==> src/rtl/prime_uart_tx.sv <==
`default_nettype none
// ============================================================================
// Module      : prime_uart_tx
// Description : Accepts one W-bit unsigned value per valid/ready handshake.
//               It converts the value to BCD with a sequential double-dabble
//               (one iteration per clock). It then sends the decimal digits
//               followed by CR LF as back-to-back 8N1 UART frames.
//               Optional macro PRIME_UART_ZSUPP_EN: when defined, leading
//               zero digits are skipped; the least significant digit is
//               always sent.
// Revision    : 1.0 - initial release
// ============================================================================
module prime_uart_tx #(
    parameter int CLK_HZ = 12000000,
    parameter int BAUD   = 115200,
    parameter int W      = 16,
    parameter int NDIG   = 5
) (
    input  logic         clk,
    input  logic         rst_n,
    input  logic         in_valid,
    output logic         in_ready,
    input  logic [W-1:0] in_data,
    output logic         tx
);

    localparam int c_DIV  = CLK_HZ / BAUD;
    localparam int c_BW   = $clog2(c_DIV);
    localparam int c_CW   = $clog2(W);
    localparam int c_IW   = $clog2(NDIG + 2);
    localparam int c_BCDW = 4 * NDIG;

    localparam logic [c_BW-1:0] c_BAUD_MAX = c_BW'(c_DIV - 1);
    localparam logic [c_CW-1:0] c_ITER_MAX = c_CW'(W - 1);
    localparam logic [c_IW-1:0] c_IDX_CR   = c_IW'(NDIG);
    localparam logic [c_IW-1:0] c_IDX_LF   = c_IW'(NDIG + 1);

    typedef enum logic [1:0] {
        S_IDLE = 2'd0,
        S_CONV = 2'd1,
        S_LOAD = 2'd2,
        S_SEND = 2'd3
    } state_t;

    state_t r_state;
    state_t w_state_next;

    logic [W-1:0]      r_val;
    logic [c_BCDW-1:0] r_bcd;
    logic [c_CW-1:0]   r_iter;
    logic [c_BW-1:0]   r_baud;
    logic [3:0]        r_bit;
    logic [c_IW-1:0]   r_idx;
    logic              r_last;
    logic [9:0]        r_frame;
    logic              r_ready;

    logic              w_accept;
    logic              w_conv_done;
    logic              w_baud_wrap;
    logic              w_frame_done;
    logic [c_BCDW-1:0] w_bcd_adj;
    logic [c_IW-1:0]   w_lead;
    logic [c_IW-1:0]   w_sel;
    logic [3:0]        w_nib;
    logic [7:0]        w_char;

    // r_ready is only ever high while idle, so it alone qualifies acceptance
    assign w_accept     = in_valid && r_ready;
    assign w_conv_done  = (r_state == S_CONV) && (r_iter == c_ITER_MAX);
    assign w_baud_wrap  = (r_baud == c_BAUD_MAX);
    assign w_frame_done = (r_state == S_SEND) && w_baud_wrap && (r_bit == 4'd9);

    assign in_ready = r_ready;
    // Frame register idles at all ones, so its LSB is the line level directly
    assign tx       = r_frame[0];

    // Double-dabble correction: every nibble >= 5 gets +3 before the shift
    always_comb begin
        w_bcd_adj = '0;
        for (int i = 0; i < NDIG; i++) begin
            if (r_bcd[4*i +: 4] >= 4'd5) begin
                w_bcd_adj[4*i +: 4] = r_bcd[4*i +: 4] + 4'd3;
            end else begin
                w_bcd_adj[4*i +: 4] = r_bcd[4*i +: 4];
            end
        end
    end

`ifdef PRIME_UART_ZSUPP_EN
    logic w_seen;

    // Count leading zero digits, never skipping the least significant one
    always_comb begin
        w_lead = '0;
        w_seen = 1'b0;
        for (int i = 0; i < NDIG - 1; i++) begin
            if (!w_seen && (r_bcd[4*(NDIG-1-i) +: 4] == 4'd0)) begin
                w_lead = c_IW'(i + 1);
            end else begin
                w_seen = 1'b1;
            end
        end
    end
`else
    assign w_lead = '0;
`endif

    // Character select: the first LOAD after conversion starts past any skipped digits
    always_comb begin
        w_sel  = (r_idx == '0) ? w_lead : r_idx;
        w_nib  = 4'd0;
        for (int i = 0; i < NDIG; i++) begin
            if (w_sel == c_IW'(NDIG - 1 - i)) begin
                w_nib = r_bcd[4*i +: 4];
            end
        end
        if (w_sel < c_IDX_CR) begin
            w_char = 8'h30 + {4'h0, w_nib};
        end else if (w_sel == c_IDX_CR) begin
            w_char = 8'h0D;
        end else begin
            w_char = 8'h0A;
        end
    end

    // State register
    always_ff @(posedge clk) begin
        if (!rst_n) begin
            r_state <= S_IDLE;
        end else begin
            r_state <= w_state_next;
        end
    end

    // Next-state decode
    always_comb begin
        w_state_next = r_state;
        case (r_state)
            S_IDLE: if (w_accept)    w_state_next = S_CONV;
            S_CONV: if (w_conv_done) w_state_next = S_LOAD;
            S_LOAD: w_state_next = S_SEND;
            S_SEND: if (w_frame_done) w_state_next = r_last ? S_IDLE : S_LOAD;
            default: w_state_next = S_IDLE;
        endcase
    end

    // Datapath: capture, conversion, frame load and bit shifting
    always_ff @(posedge clk) begin
        if (!rst_n) begin
            r_val   <= '0;
            r_bcd   <= '0;
            r_iter  <= '0;
            r_baud  <= '0;
            r_bit   <= '0;
            r_idx   <= '0;
            r_last  <= 1'b0;
            r_frame <= '1;
            r_ready <= 1'b0;
        end else begin
            r_ready <= (w_state_next == S_IDLE);
            case (r_state)
                S_IDLE: begin
                    if (w_accept) begin
                        r_val  <= in_data;
                        r_bcd  <= '0;
                        r_iter <= '0;
                        r_idx  <= '0;
                    end
                end
                S_CONV: begin
                    r_bcd  <= {w_bcd_adj[c_BCDW-2:0], r_val[W-1]};
                    r_val  <= {r_val[W-2:0], 1'b0};
                    r_iter <= r_iter + 1'b1;
                end
                S_LOAD: begin
                    r_frame <= {1'b1, w_char, 1'b0};
                    r_idx   <= w_sel + 1'b1;
                    r_last  <= (w_sel == c_IDX_LF);
                    r_baud  <= '0;
                    r_bit   <= '0;
                end
                S_SEND: begin
                    if (w_baud_wrap) begin
                        r_baud  <= '0;
                        r_frame <= {1'b1, r_frame[9:1]};
                        r_bit   <= (r_bit == 4'd9) ? 4'd0 : r_bit + 1'b1;
                    end else begin
                        r_baud <= r_baud + 1'b1;
                    end
                end
                default: ;
            endcase
        end
    end

endmodule
`default_nettype wire

==> config.mk <==
export PLATFORM = sky130hd
export DESIGN_NAME = prime_uart_tx
export DESIGN_NICKNAME = d
export VERILOG_FILES = /design/src/rtl/prime_uart_tx.sv
export SDC_FILE = /design/constraint.sdc
export NUM_CORES = 1
export LEC_CHECK = 0
export CAP_MARGIN = 10
export CORE_MARGIN = 8
export CORE_UTILIZATION = 35
export DETAILED_ROUTE_END_ITERATION = 7
export PLACE_DENSITY_LB_ADDON = 0.3
export SYNTH_ARGS = -nofsm -noshare
export SYNTH_HDL_FRONTEND = slang
export SYNTH_SLANG_ARGS = --single-unit
==> constraint.sdc <==
create_clock -name clk -period 3.1 [get_ports clk]
set_input_delay 0.93 -clock clk [delete_from_list [all_inputs] [get_ports clk]]
set_output_delay 0.93 -clock clk [all_outputs]
set_load 0.05 [all_outputs]
=== After elaboration in Yosys (flattened, before gate mapping) ===
Index checks and enable logic that the tools add are counted.

* Equality and inequality tests: 14
* Add/sub/neg operators: 10
* Reduce and logical (&&, ||, !) cells: 14
* Magnitude comparators: 6
* Multiplexer cells: 33

{| class="wikitable"
|+ Operators with widths
! cell !! count
|-
| two-way mux 4 bit || 12
|-
| one-hot mux 20 bit (2 select lines) || 1
|-
| one-hot mux 16 bit (2 select lines) || 1
|-
| >= comparator 4 x 3 -> 1 bit, second input constant || 5
|-
| two-way mux 20 bit || 1
|-
| one-hot mux 10 bit (2 select lines) || 1
|-
| adder 4 x 2 -> 4 bit, second input constant || 4
|-
| two-way mux 16 bit || 1
|-
| one-hot mux 4 bit (2 select lines) || 2
|-
| two-way mux 7 bit || 2
|-
| one-hot mux 7 bit (2 select lines) || 1
|-
| two-way mux 3 bit || 4
|-
| two-way mux 10 bit || 1
|-
| == test 3 bit, second input constant || 3
|-
| adder 4 x 1 -> 4 bit, second input constant || 2
|-
| == test 4 bit, second input constant || 2
|-
| two-way mux 2 bit || 4
|-
| one-hot mux 2 bit (4 select lines) || 1
|-
| adder 6 x 4 -> 7 bit, first input constant || 1
|-
| adder 7 x 1 -> 7 bit, second input constant || 1
|-
| == test 7 bit, second input constant || 1
|-
| == test 3 x 2 -> 1 bit, second input constant || 2
|-
| logical NOT 3 bit || 2
|-
| one-hot mux 3 bit (2 select lines) || 1
|-
| other kinds (11) || 21
|}

* Register bits: 68
* Logic and storage cells: 87
* Output and inout port bits: 2
* Input bits: 19

=== Depth between registers and ports, before layout ===
Gate-level depths: netlist of the first run.

* Depth in word-level cells: 11
* Gate-level depth with buffers: 8
* Mapped depth without buffers: 7

=== Worst setup path before layout of the first run ===
No wires, ideal clock.

* Kind: input -> register
* From: input in_valid
* To: register r_bcd[19]
* Setup time: 0.076 ns
* Arrival: 1.705 ns
* Path buffers: 1
* Required time: 3.024 ns
* Slack: 1.320 ns
* Stages: 5
* Cells stage by stage: and4bb_2 nor2_4 buf_4 o21ai_0 a21boi_0

* Cells in the longest elaborated chain, start to end: 3

{| class="wikitable"
|+ Ends and longest elaborated chain
! what !! line !! source
|-
| start: declaration || 21 || <nowiki>input logic in_valid,</nowiki>
|-
| logical AND 1 bit || 69 || <nowiki>assign w_accept = in_valid && r_ready;</nowiki>
|-
| inequality test 2 bit (no line) || -- ||
|-
| AND reduction 2 bit (no line) || -- ||
|-
| end signal: assignment || 172 || <nowiki>r_bcd <= {w_bcd_adj[c_BCDW-2:0], r_val[W-1]};</nowiki>
|-
| end: declaration || 49 || <nowiki>logic [c_BCDW-1:0] r_bcd;</nowiki>
|}

Every way passes these cells.
A chain may end at the register's enable or synchronous reset.

=== Worst setup path after layout of the first run ===
* From: register r_ready (netlist: in_ready)
* To: output in_ready

{| class="wikitable"
|+ RTL lines
! what !! line !! source
|-
| start: declaration || 56 || <nowiki>logic r_ready;</nowiki>
|-
| start signal: assignment || 161 || <nowiki>r_ready <= (w_state_next == S_IDLE);</nowiki>
|-
| end: declaration || 22 || <nowiki>output logic in_ready,</nowiki>
|}

No word-level cell between the ends.

==> report_table.html, run 1 <==
<table>
<tr><th>Metric</th><th>Value</th></tr>
<tr><th colspan="2">Timing</th></tr>
<tr><td>Unrepaired setup endpoints after global routing</td><td>no</td></tr>
<tr><td>Final setup violation count</td><td>0</td></tr>
<tr><td>Clock tree skew after final layout</td><td>0.0159 ns</td></tr>
<tr><td>Setup tns final</td><td>0 ns</td></tr>
<tr><td>Crit share post-route</td><td>0.787</td></tr>
<tr><td>Worst slew margin relative to its limit</td><td>0.528</td></tr>
<tr><td>Shortest period the worst path allows</td><td>2.44 ns</td></tr>
<tr><td>Slew at the pin with the worst max-slew slack</td><td>0.708 ns</td></tr>
<tr><td>Count of final hold-check violations</td><td>0</td></tr>
<tr><td>Slew Viols, Final</td><td>0</td></tr>
<tr><td>Highest clock frequency the design can meet</td><td>410 MHz</td></tr>
<tr><th colspan="2">Critical path</th></tr>
<tr><td>Critical Path Slowest Stage Cell</td><td>sky130_fd_sc_hd__clkdlybuf4s50_1</td></tr>
<tr><td>Kind of end point of the critical path</td><td>primary output</td></tr>
<tr><td>Worst stage delay on the critical path</td><td>0.82 ns</td></tr>
<tr><td>Launching element type of the critical path</td><td>register</td></tr>
<tr><td>Worst R2R Setup Slack</td><td>1.12 ns</td></tr>
<tr><td>Critical path data arrival time</td><td>1.51 ns</td></tr>
<tr><td>Category of the most critical setup path</td><td>register to primary output</td></tr>
<tr><td>Cell class contributing the biggest share of worst-path delay</td><td>buffers and inverters</td></tr>
<tr><td>Worst Reg-to-Reg Cells</td><td>7</td></tr>
<tr><td>R2r endpoint</td><td>r_frame[2]</td></tr>
<tr><td>Cell chain of the critical path</td><td>clkdlybuf4s50_1</td></tr>
<tr><td>Worst reg2reg path startpoint</td><td>r_idx[2]</td></tr>
<tr><td>Number of buffer and inverter stages on the critical path</td><td>1</td></tr>
<tr><td>Crit path required time</td><td>2.17 ns</td></tr>
<tr><td>Largest fanout on the critical path</td><td>3</td></tr>
<tr><th colspan="2">Logic synthesis</th></tr>
<tr><td>Average cell area after synthesis</td><td>8.41 um^2</td></tr>
<tr><td>Number of library cell types mapped by synthesis</td><td>61</td></tr>
<tr><td>Post-synthesis instance total</td><td>437</td></tr>
<tr><td>Number of enable-type register cells in the synthesized netlist</td><td>0</td></tr>
<tr><td>Post-Syn Area</td><td>0.00368 mm^2</td></tr>
<tr><td>Ys flop type</td><td>sky130_fd_sc_hd__dfxtp_1</td></tr>
<tr><td>Number of warnings printed during yosys synthesis</td><td>0</td></tr>
<tr><td>Synth Net Count</td><td>476</td></tr>
<tr><td>Register bit count reported by yosys</td><td>67</td></tr>
<tr><td>Sequential cell area fraction in the yosys report</td><td>0.365</td></tr>
<tr><td>Post-synth ARST share</td><td>0</td></tr>
<tr><th colspan="2">Pwr</th></tr>
<tr><td>Clock power frac</td><td>0.402</td></tr>
<tr><td>Switching part of the total power</td><td>0.250</td></tr>
<tr><td>PD cells</td><td>420 mW/mm^2</td></tr>
<tr><td>Maximum resistive drop on vdd</td><td>0.000279 V</td></tr>
<tr><td>P_sw</td><td>436 uW</td></tr>
<tr><td>Power Internal</td><td>1.31 mW</td></tr>
<tr><td>Combinational share of power</td><td>0.085</td></tr>
<tr><td>Lkg Pwr</td><td>1.58 nW</td></tr>
<tr><td>Seq pwr share</td><td>0.513</td></tr>
<tr><th colspan="2">Global route</th></tr>
<tr><td>Number of antenna violations at the first check in global routing</td><td>0</td></tr>
<tr><td>Number of global-route vias before repair</td><td>3073</td></tr>
<tr><td>Combined global-route utilization of all metal layers</td><td>0.122</td></tr>
<tr><td>Wire length of the first global-routing pass</td><td>14500 um</td></tr>
<tr><td>GR Overflow Total</td><td>0</td></tr>
<tr><td>Pin count of the biggest net entering global routing</td><td>44</td></tr>
<tr><th colspan="2">Route</th></tr>
<tr><td>Violation count after the first detailed-routing iteration</td><td>236</td></tr>
<tr><td>Wire length reported by the detailed router</td><td>8360 um</td></tr>
<tr><td>DR DRC count</td><td>0</td></tr>
<tr><td>Final ANT Viol Nets</td><td>0</td></tr>
<tr><td>Average detailed-routed wire length per instance</td><td>14.2 um</td></tr>
<tr><td>Number of vias per cell after detailed routing</td><td>5.17</td></tr>
<tr><td>TritonRoute pass-1 iters</td><td>4</td></tr>
<tr><td>Vias after detailed routing</td><td>3042</td></tr>
<tr><th colspan="2">Min path</th></tr>
<tr><td>Startpoint of the worst hold path</td><td>r_val[15]</td></tr>
<tr><td>Path class of the lowest-slack min-delay path</td><td>register to register</td></tr>
<tr><td>Depth of the worst hold-timing path</td><td>2</td></tr>
<tr><td>Hold path endpoint</td><td>r_bcd[0]</td></tr>
<tr><th colspan="2">Place</th></tr>
<tr><td>Half-perimeter wire length of the detailed placement result</td><td>5570 um</td></tr>
<tr><td>Number of port buffers</td><td>20</td></tr>
<tr><td>Global placement routability congestion</td><td>0.802</td></tr>
<tr><td>Post-DP Area</td><td>0.00396 mm^2</td></tr>
<tr><th colspan="2">Final layout</th></tr>
<tr><td>Area growth syn-to-layout</td><td>12.7%</td></tr>
<tr><td>Post-layout instance area</td><td>0.00414 mm^2</td></tr>
<tr><td>Post-layout util</td><td>0.403</td></tr>
<tr><td>Fraction of layout instances using a drive strength above 1</td><td>0.0885</td></tr>
<tr><td># diodes</td><td>0</td></tr>
<tr><td>Net count of the finished layout</td><td>487</td></tr>
<tr><td>Commonest cells after routing, fill and taps aside</td><td>67 x sky130_fd_sc_hd__dfxtp_1, 52 x sky130_fd_sc_hd__nand2_1, 32 x sky130_fd_sc_hd__nand3_1</td></tr>
<tr><td>Most common library cell in the layout ignoring fill and taps</td><td>sky130_fd_sc_hd__dfxtp_1</td></tr>
<tr><th colspan="2">Clocking</th></tr>
<tr><td>Clock-pin slew of the registers on the worst-case setup and hold paths</td><td>0.08 ns</td></tr>
<tr><td>H-Tree Depth</td><td>3</td></tr>
<tr><td>Clk root buf</td><td>sky130_fd_sc_hd__clkbuf_8</td></tr>
<tr><td>Clock insertion delay at the later pin of the skew report</td><td>0.35 ns</td></tr>
<tr><td>Clock tree from TritonCTS</td><td>yes</td></tr>
<tr><td>Resize count post-CTS</td><td>0</td></tr>
<tr><td>Longest Clk Path Bufs</td><td>2</td></tr>
<tr><td>CTS hold repair buffers</td><td>0</td></tr>
<tr><td>TritonCTS Sinks</td><td>67</td></tr>
<tr><td>Post-CTS Setup Inserts</td><td>0</td></tr>
<tr><td>Total clock buffers created by CTS</td><td>9</td></tr>
<tr><th colspan="2">Floorplanning</th></tr>
<tr><td>Number of placement rows</td><td>37</td></tr>
<tr><td>Number of primary I/O pins</td><td>21</td></tr>
<tr><td>Area inside the core boundary</td><td>0.0103 mm^2</td></tr>
<tr><td>Initial Utilization</td><td>0.358</td></tr>
<tr><td>Overall die area</td><td>0.0140 mm^2</td></tr>
<tr><td>Die boundary width</td><td>119 um</td></tr>
<tr><td>Chip Height</td><td>119 um</td></tr>
<tr><th colspan="2">Status</th></tr>
<tr><td>Status</td><td>finished, final reports clean</td></tr>
<tr><th colspan="2">Run</th></tr>
<tr><td>Max-cap violations</td><td>0</td></tr>
</table>
==> layer usage <==
metal / GRT usage / share of wire / up-vias
met1: 0.150 / 0.50 / 1434
li1: - / - / 1568
met4: 0.0395 / 0.0066 / 0
met5: 0 / 0 / -
met3: 0.0300 / 0.024 / 4
met2: 0.205 / 0.47 / 36
==> synth_stat cells, drive strengths merged, types with 9 or more instances <==
cell type,number,area [um^2]
o21ai,28,151
ha,20,250
dfxtp,67,1340
nand2,53,206
nor2,17,71.3
and2,14,92.6
a22oi,12,90.1
nor3,17,90.1
buf,17,105
clkbuf,9,33.8
a21boi,26,195
a21oi,23,123
inv,19,71.3
nand3,32,160
==> sequential cells by signal (all words and copies together), names as in the netlist, 2 cells and up <==
signal,flops
r_bit,4
r_frame,9
r_val,16
r_idx,3
r_iter,4
r_state,2
r_baud,7
r_bcd,20
==> cell type report <==
type                    count  area, um^2
clock inverters             5        55.1
clock buffers              10         128
fillers                  1079        6130
repair buffers             26         253
inverters                  19        71.3
flip-flops and latches     67        1340
well taps                 136         170
multi-input cells         325        2130
==> per-stage QoR <==
step	power, mW	worst slack [ns]	cells	hold WS, ns
after floorplan	1.01	1.32	437	0.436
after global routing	1.82	0.608	588	0.488
after detailed placement	1.06	0.685	573	0.457
final	1.74	0.661	588	0.466
after global placement	1.06	0.688	573	0.451
after CTS	1.77	0.632	588	0.471
==> worst max-delay path by stage <==
stage               depth (start not counted)      from        end  slack (ns)
finish                                      1  in_ready   in_ready        0.66
floorplan                                   5  in_valid  r_bcd[19]        1.32
detailed placement                          6  in_valid  r_iter[2]        0.68
global placement                            6  in_valid  r_iter[2]        0.69
CTS                                         1  in_ready   in_ready        0.63
global route                                1  in_ready   in_ready        0.61
==> cell families (layout without fill, tap and decap cells) <==
| logic type | Yosys count | in the layout | share of synthesized area |
|---|---|---|---|
| DFF | 67 | 67 | 0.365 |
| buffers and inverters | 45 | 60 | 0.0572 |
| xor gates and xnor gates | 9 | 9 | 0.0214 |
| adders and majority gates | 20 | 20 | 0.0681 |
| and+or+nand+nor | 163 | 163 | 0.232 |
| muxes | 6 | 6 | 0.0174 |
| AOI/OAI and AO/OA | 127 | 127 | 0.239 |
==> power by group through the flow <==
stage | registers [mW] | logic, mW | clock network (mW)
floorplan | 0.913 | 0.0976 | 0
finish | 0.894 | 0.147 | 0.700
global placement | 0.913 | 0.146 | 0
CTS | 0.893 | 0.149 | 0.724
detailed placement | 0.913 | 0.149 | 0
global route | 0.896 | 0.163 | 0.763
Note: power is estimated with default switching activity, not from simulation.
==> run 2: changes to the inputs <==
==> constraint.sdc (replaced) <==
create_clock -name clk -period 2.3 [get_ports clk]
set_input_delay 0.69 -clock clk [delete_from_list [all_inputs] [get_ports clk]]
set_output_delay 0.69 -clock clk [all_outputs]
set_load 0.05 [all_outputs]
==> report_table.html, run 2 (synthesis gave the netlist of run 1 again) <==
<table>
<tr><th>Metric</th><th>Value</th></tr>
<tr><th colspan="2">Final layout</th></tr>
<tr><td>Layout fillers</td><td>1060 (-1.8%)</td></tr>
<tr><td>Most common library cell in the layout ignoring fill and taps</td><td>sky130_fd_sc_hd__dfxtp_1</td></tr>
<tr><td>Net count of the finished layout</td><td>493 (+1.2%)</td></tr>
<tr><td>Registers with the highest flip-flop counts</td><td>r_bcd: 20 flops, r_val: 16 flops, r_frame: 9 flops</td></tr>
<tr><td>Commonest cells after routing, fill and taps aside</td><td>67 x sky130_fd_sc_hd__dfxtp_1, 52 x sky130_fd_sc_hd__nand2_1, 32 x sky130_fd_sc_hd__nand3_1</td></tr>
<tr><td>Fraction of layout instances using a drive strength above 1</td><td>0.100 (+0.0117)</td></tr>
<tr><td># diodes</td><td>0 (unchanged)</td></tr>
<tr><td>Area occupied by registers</td><td>0.00134 mm^2 (unchanged)</td></tr>
<tr><td>Area of combinational cells with multiple inputs</td><td>0.00213 mm^2 (unchanged)</td></tr>
<tr><td>Flip-flop count of the largest register, all copies and words added</td><td>20 (unchanged)</td></tr>
<tr><td>Register bank with the most flops</td><td>r_bcd</td></tr>
<tr><td>Area growth syn-to-layout</td><td>14.0%</td></tr>
<tr><th colspan="2">Clocking</th></tr>
<tr><td>Clock tree from TritonCTS</td><td>yes</td></tr>
<tr><td>TritonCTS Sinks</td><td>67 (unchanged)</td></tr>
<tr><td>Total clock buffers created by CTS</td><td>9 (unchanged)</td></tr>
<tr><td>Resize count post-CTS</td><td>0 (unchanged)</td></tr>
<tr><td>H-Tree Depth</td><td>3 (unchanged)</td></tr>
<tr><td>Clock insertion delay at the later pin of the skew report</td><td>0.34 ns (about the same)</td></tr>
<tr><td>Clock-pin slew of the registers on the worst-case setup and hold paths</td><td>0.08 ns (about the same)</td></tr>
<tr><td>Post-CTS Setup Inserts</td><td>0 (unchanged)</td></tr>
<tr><td>Longest Clk Path Bufs</td><td>2 (unchanged)</td></tr>
<tr><td>CTS hold repair buffers</td><td>0 (unchanged)</td></tr>
<tr><td>Clk root buf</td><td>sky130_fd_sc_hd__clkbuf_8</td></tr>
<tr><th colspan="2">Timing</th></tr>
<tr><td>Worst slew margin relative to its limit</td><td>0.617 (+0.0894)</td></tr>
<tr><td>Shortest period the worst path allows</td><td>2.20 ns</td></tr>
<tr><td>Final setup violation count</td><td>0 (unchanged)</td></tr>
<tr><td>Highest clock frequency the design can meet</td><td>456 MHz</td></tr>
<tr><td>Setup tns final</td><td>0 ns (unchanged)</td></tr>
<tr><td>Worst-case setup margin in the final layout</td><td>0.105 ns (-0.556 ns)</td></tr>
<tr><td>Slew at the pin with the worst max-slew slack</td><td>0.574 ns (-0.134 ns)</td></tr>
<tr><td>Crit share post-route</td><td>0.954</td></tr>
<tr><td>Count of final hold-check violations</td><td>0 (unchanged)</td></tr>
<tr><td>Unrepaired setup endpoints after global routing</td><td>no</td></tr>
<tr><td>Clock tree skew after final layout</td><td>0.00918 ns (-0.00673 ns)</td></tr>
<tr><td>Slew Viols, Final</td><td>0 (unchanged)</td></tr>
<tr><th colspan="2">Floorplanning</th></tr>
<tr><td>Die boundary width</td><td>119 um (unchanged)</td></tr>
<tr><td>Initial Utilization</td><td>0.358 (unchanged)</td></tr>
<tr><td>Number of primary I/O pins</td><td>21 (unchanged)</td></tr>
<tr><td>Area inside the core boundary</td><td>0.0103 mm^2 (unchanged)</td></tr>
<tr><td>Overall die area</td><td>0.0140 mm^2 (unchanged)</td></tr>
<tr><td>Number of placement rows</td><td>37 (unchanged)</td></tr>
<tr><td>Chip Height</td><td>119 um (unchanged)</td></tr>
<tr><th colspan="2">Place</th></tr>
<tr><td>Half-perimeter wire length of the detailed placement result</td><td>5720 um (+2.6%)</td></tr>
<tr><td>DP Worst Slack</td><td>0.136 ns (-0.548 ns)</td></tr>
<tr><td>Global placement routability congestion</td><td>0.827 (+3.1%)</td></tr>
<tr><td>Number of port buffers</td><td>20 (unchanged)</td></tr>
<tr><th colspan="2">Critical path</th></tr>
<tr><td>Crit path required time</td><td>1.61 ns (-0.56 ns)</td></tr>
<tr><td>Kind of end point of the critical path</td><td>primary output</td></tr>
<tr><td>Launching element type of the critical path</td><td>register</td></tr>
<tr><td>Number of cells on the critical path</td><td>1 (unchanged)</td></tr>
<tr><td>Worst Reg-to-Reg Cells</td><td>7 (unchanged)</td></tr>
<tr><td>Critical path data arrival time</td><td>1.51 ns (about the same)</td></tr>
<tr><td>Largest fanout on the critical path</td><td>2 (-1)</td></tr>
<tr><td>Cell class contributing the biggest share of worst-path delay</td><td>buffers and inverters</td></tr>
<tr><td>Critical Path Slowest Stage Cell</td><td>sky130_fd_sc_hd__clkdlybuf4s50_1</td></tr>
<tr><td>Category of the most critical setup path</td><td>register to primary output</td></tr>
<tr><td>Number of buffer and inverter stages on the critical path</td><td>1 (unchanged)</td></tr>
<tr><td>Worst stage delay on the critical path</td><td>0.81 ns (about the same)</td></tr>
<tr><td>Cell chain of the critical path</td><td>clkdlybuf4s50_1</td></tr>
<tr><th colspan="2">Global route</th></tr>
<tr><td>Wire length of the first global-routing pass</td><td>14400 um (-0.81%)</td></tr>
<tr><td>GR Overflow Total</td><td>0 (unchanged)</td></tr>
<tr><td>Pin count of the biggest net entering global routing</td><td>39 (-11%)</td></tr>
<tr><td>Combined global-route utilization of all metal layers</td><td>0.121 (-0.000816)</td></tr>
<tr><td>Number of global-route vias before repair</td><td>3091 (+0.59%)</td></tr>
<tr><td>Number of antenna violations at the first check in global routing</td><td>0 (unchanged)</td></tr>
<tr><th colspan="2">Pwr</th></tr>
<tr><td>PD cells</td><td>563 mW/mm^2 (+34%)</td></tr>
<tr><td>Clock power frac</td><td>0.402 (about the same)</td></tr>
<tr><td>PnR Total Power</td><td>2.36 mW (+35%)</td></tr>
<tr><td>Maximum resistive drop on vdd</td><td>0.000301 V (+7.8%)</td></tr>
<tr><td>Seq pwr share</td><td>0.510 (-0.003)</td></tr>
<tr><td>Switching part of the total power</td><td>0.248 (-0.00223)</td></tr>
<tr><td>Power Internal</td><td>1.77 mW (+36%)</td></tr>
<tr><td>Lkg Pwr</td><td>1.62 nW (+2.4%)</td></tr>
<tr><td>Combinational share of power</td><td>0.087 (+0.002)</td></tr>
<tr><td>P_sw</td><td>585 uW (+34%)</td></tr>
<tr><th colspan="2">Route</th></tr>
<tr><td>Average detailed-routed wire length per instance</td><td>13.8 um (-2.9%)</td></tr>
<tr><td>Wire length reported by the detailed router</td><td>8210 um (-1.8%)</td></tr>
<tr><td>Number of vias per cell after detailed routing</td><td>5.23 (+1.1%)</td></tr>
<tr><td>Violation count after the first detailed-routing iteration</td><td>185 (-22%)</td></tr>
<tr><td>DR DRC count</td><td>0 (unchanged)</td></tr>
<tr><td>Final ANT Viol Nets</td><td>0 (unchanged)</td></tr>
<tr><td>TritonRoute pass-1 iters</td><td>4 (unchanged)</td></tr>
<tr><td>Vias after detailed routing</td><td>3112 (+2.3%)</td></tr>
<tr><th colspan="2">Min path</th></tr>
<tr><td>Path class of the lowest-slack min-delay path</td><td>register to register</td></tr>
<tr><td>Depth of the worst hold-timing path</td><td>2 (unchanged)</td></tr>
<tr><th colspan="2">Status</th></tr>
<tr><td>Status</td><td>finished, final reports clean</td></tr>
<tr><th colspan="2">Run</th></tr>
<tr><td>Max-cap violations</td><td>0 (unchanged)</td></tr>
</table>
run 2: changes by cell type in the layout (fill, tap and decap cells not counted), sizes merged:
| cell | previous run | this run |
|---|---|---|
| buf | 7 | 13 |
| clkinv | 2 | 4 |
| clkinvlp | 2 | 0 |
| clkbuf | 10 | 11 |
run 2: power by group through the flow:
stage	logic, mW	clock network [mW]	registers [mW]
6_report	0.206	0.949	1.20
3_3_place_gp	0.205	0	1.23
5_1_grt	0.230	1.04	1.21
4_1_cts	0.209	0.982	1.20
3_5_place_dp	0.209	0	1.23
2_1_floorplan	0.132	0	1.23
run 2: area by class of cell:
class,count,area share
repair buffers,32,0.0710
multi-input cells,325,0.507
inverters,19,0.0170
clock inverters,5,0.0128
clock buffers,11,0.0313
well taps,136,0.0406
flip-flops and latches,67,0.320
run 2: metal layers:
metal  global-route usage  wire (um)  vias to the layer above
met5                    0          0                        -
met4               0.0427        108                        0
met3               0.0295        265                        8
met2                0.203       3820                       43
met1                0.149       4010                     1481
li1                     -          -                     1580
run 2: through the flow:
step	instances	hold slack [ns]	instance area, um^2	util
2_1_floorplan	437	0.436	3680	-
3_3_place_gp	579	0.448	4010	0.390
3_5_place_dp	579	0.455	4010	0.390
4_1_cts	595	0.466	4190	0.408
5_1_grt	595	0.490	4190	0.408
6_report	595	0.461	4190	0.408
run 2: final timing paths:
path	startpoint	to	slack, ns
worst max-delay path	r_frame[0]	tx	0.10
worst min-delay path	r_val[15]	r_bcd[0]	0.46
worst max register to register	r_idx[1]	r_frame[3]	0.40
worst min register to register	r_val[15]	r_bcd[0]	0.46
==> run 3: changes to the inputs <==
--- a/config.mk
+++ b/config.mk
@@ -10,6 +10,7 @@
 export CORE_UTILIZATION = 35
 export DETAILED_ROUTE_END_ITERATION = 7
 export PLACE_DENSITY_LB_ADDON = 0.3
+export SLEW_MARGIN = 20
 export SYNTH_ARGS = -nofsm -noshare
 export SYNTH_HDL_FRONTEND = slang
 export SYNTH_SLANG_ARGS = --single-unit
==> results of run 3 <==
Final layout, timing and power as in run 2 (identical DEF).
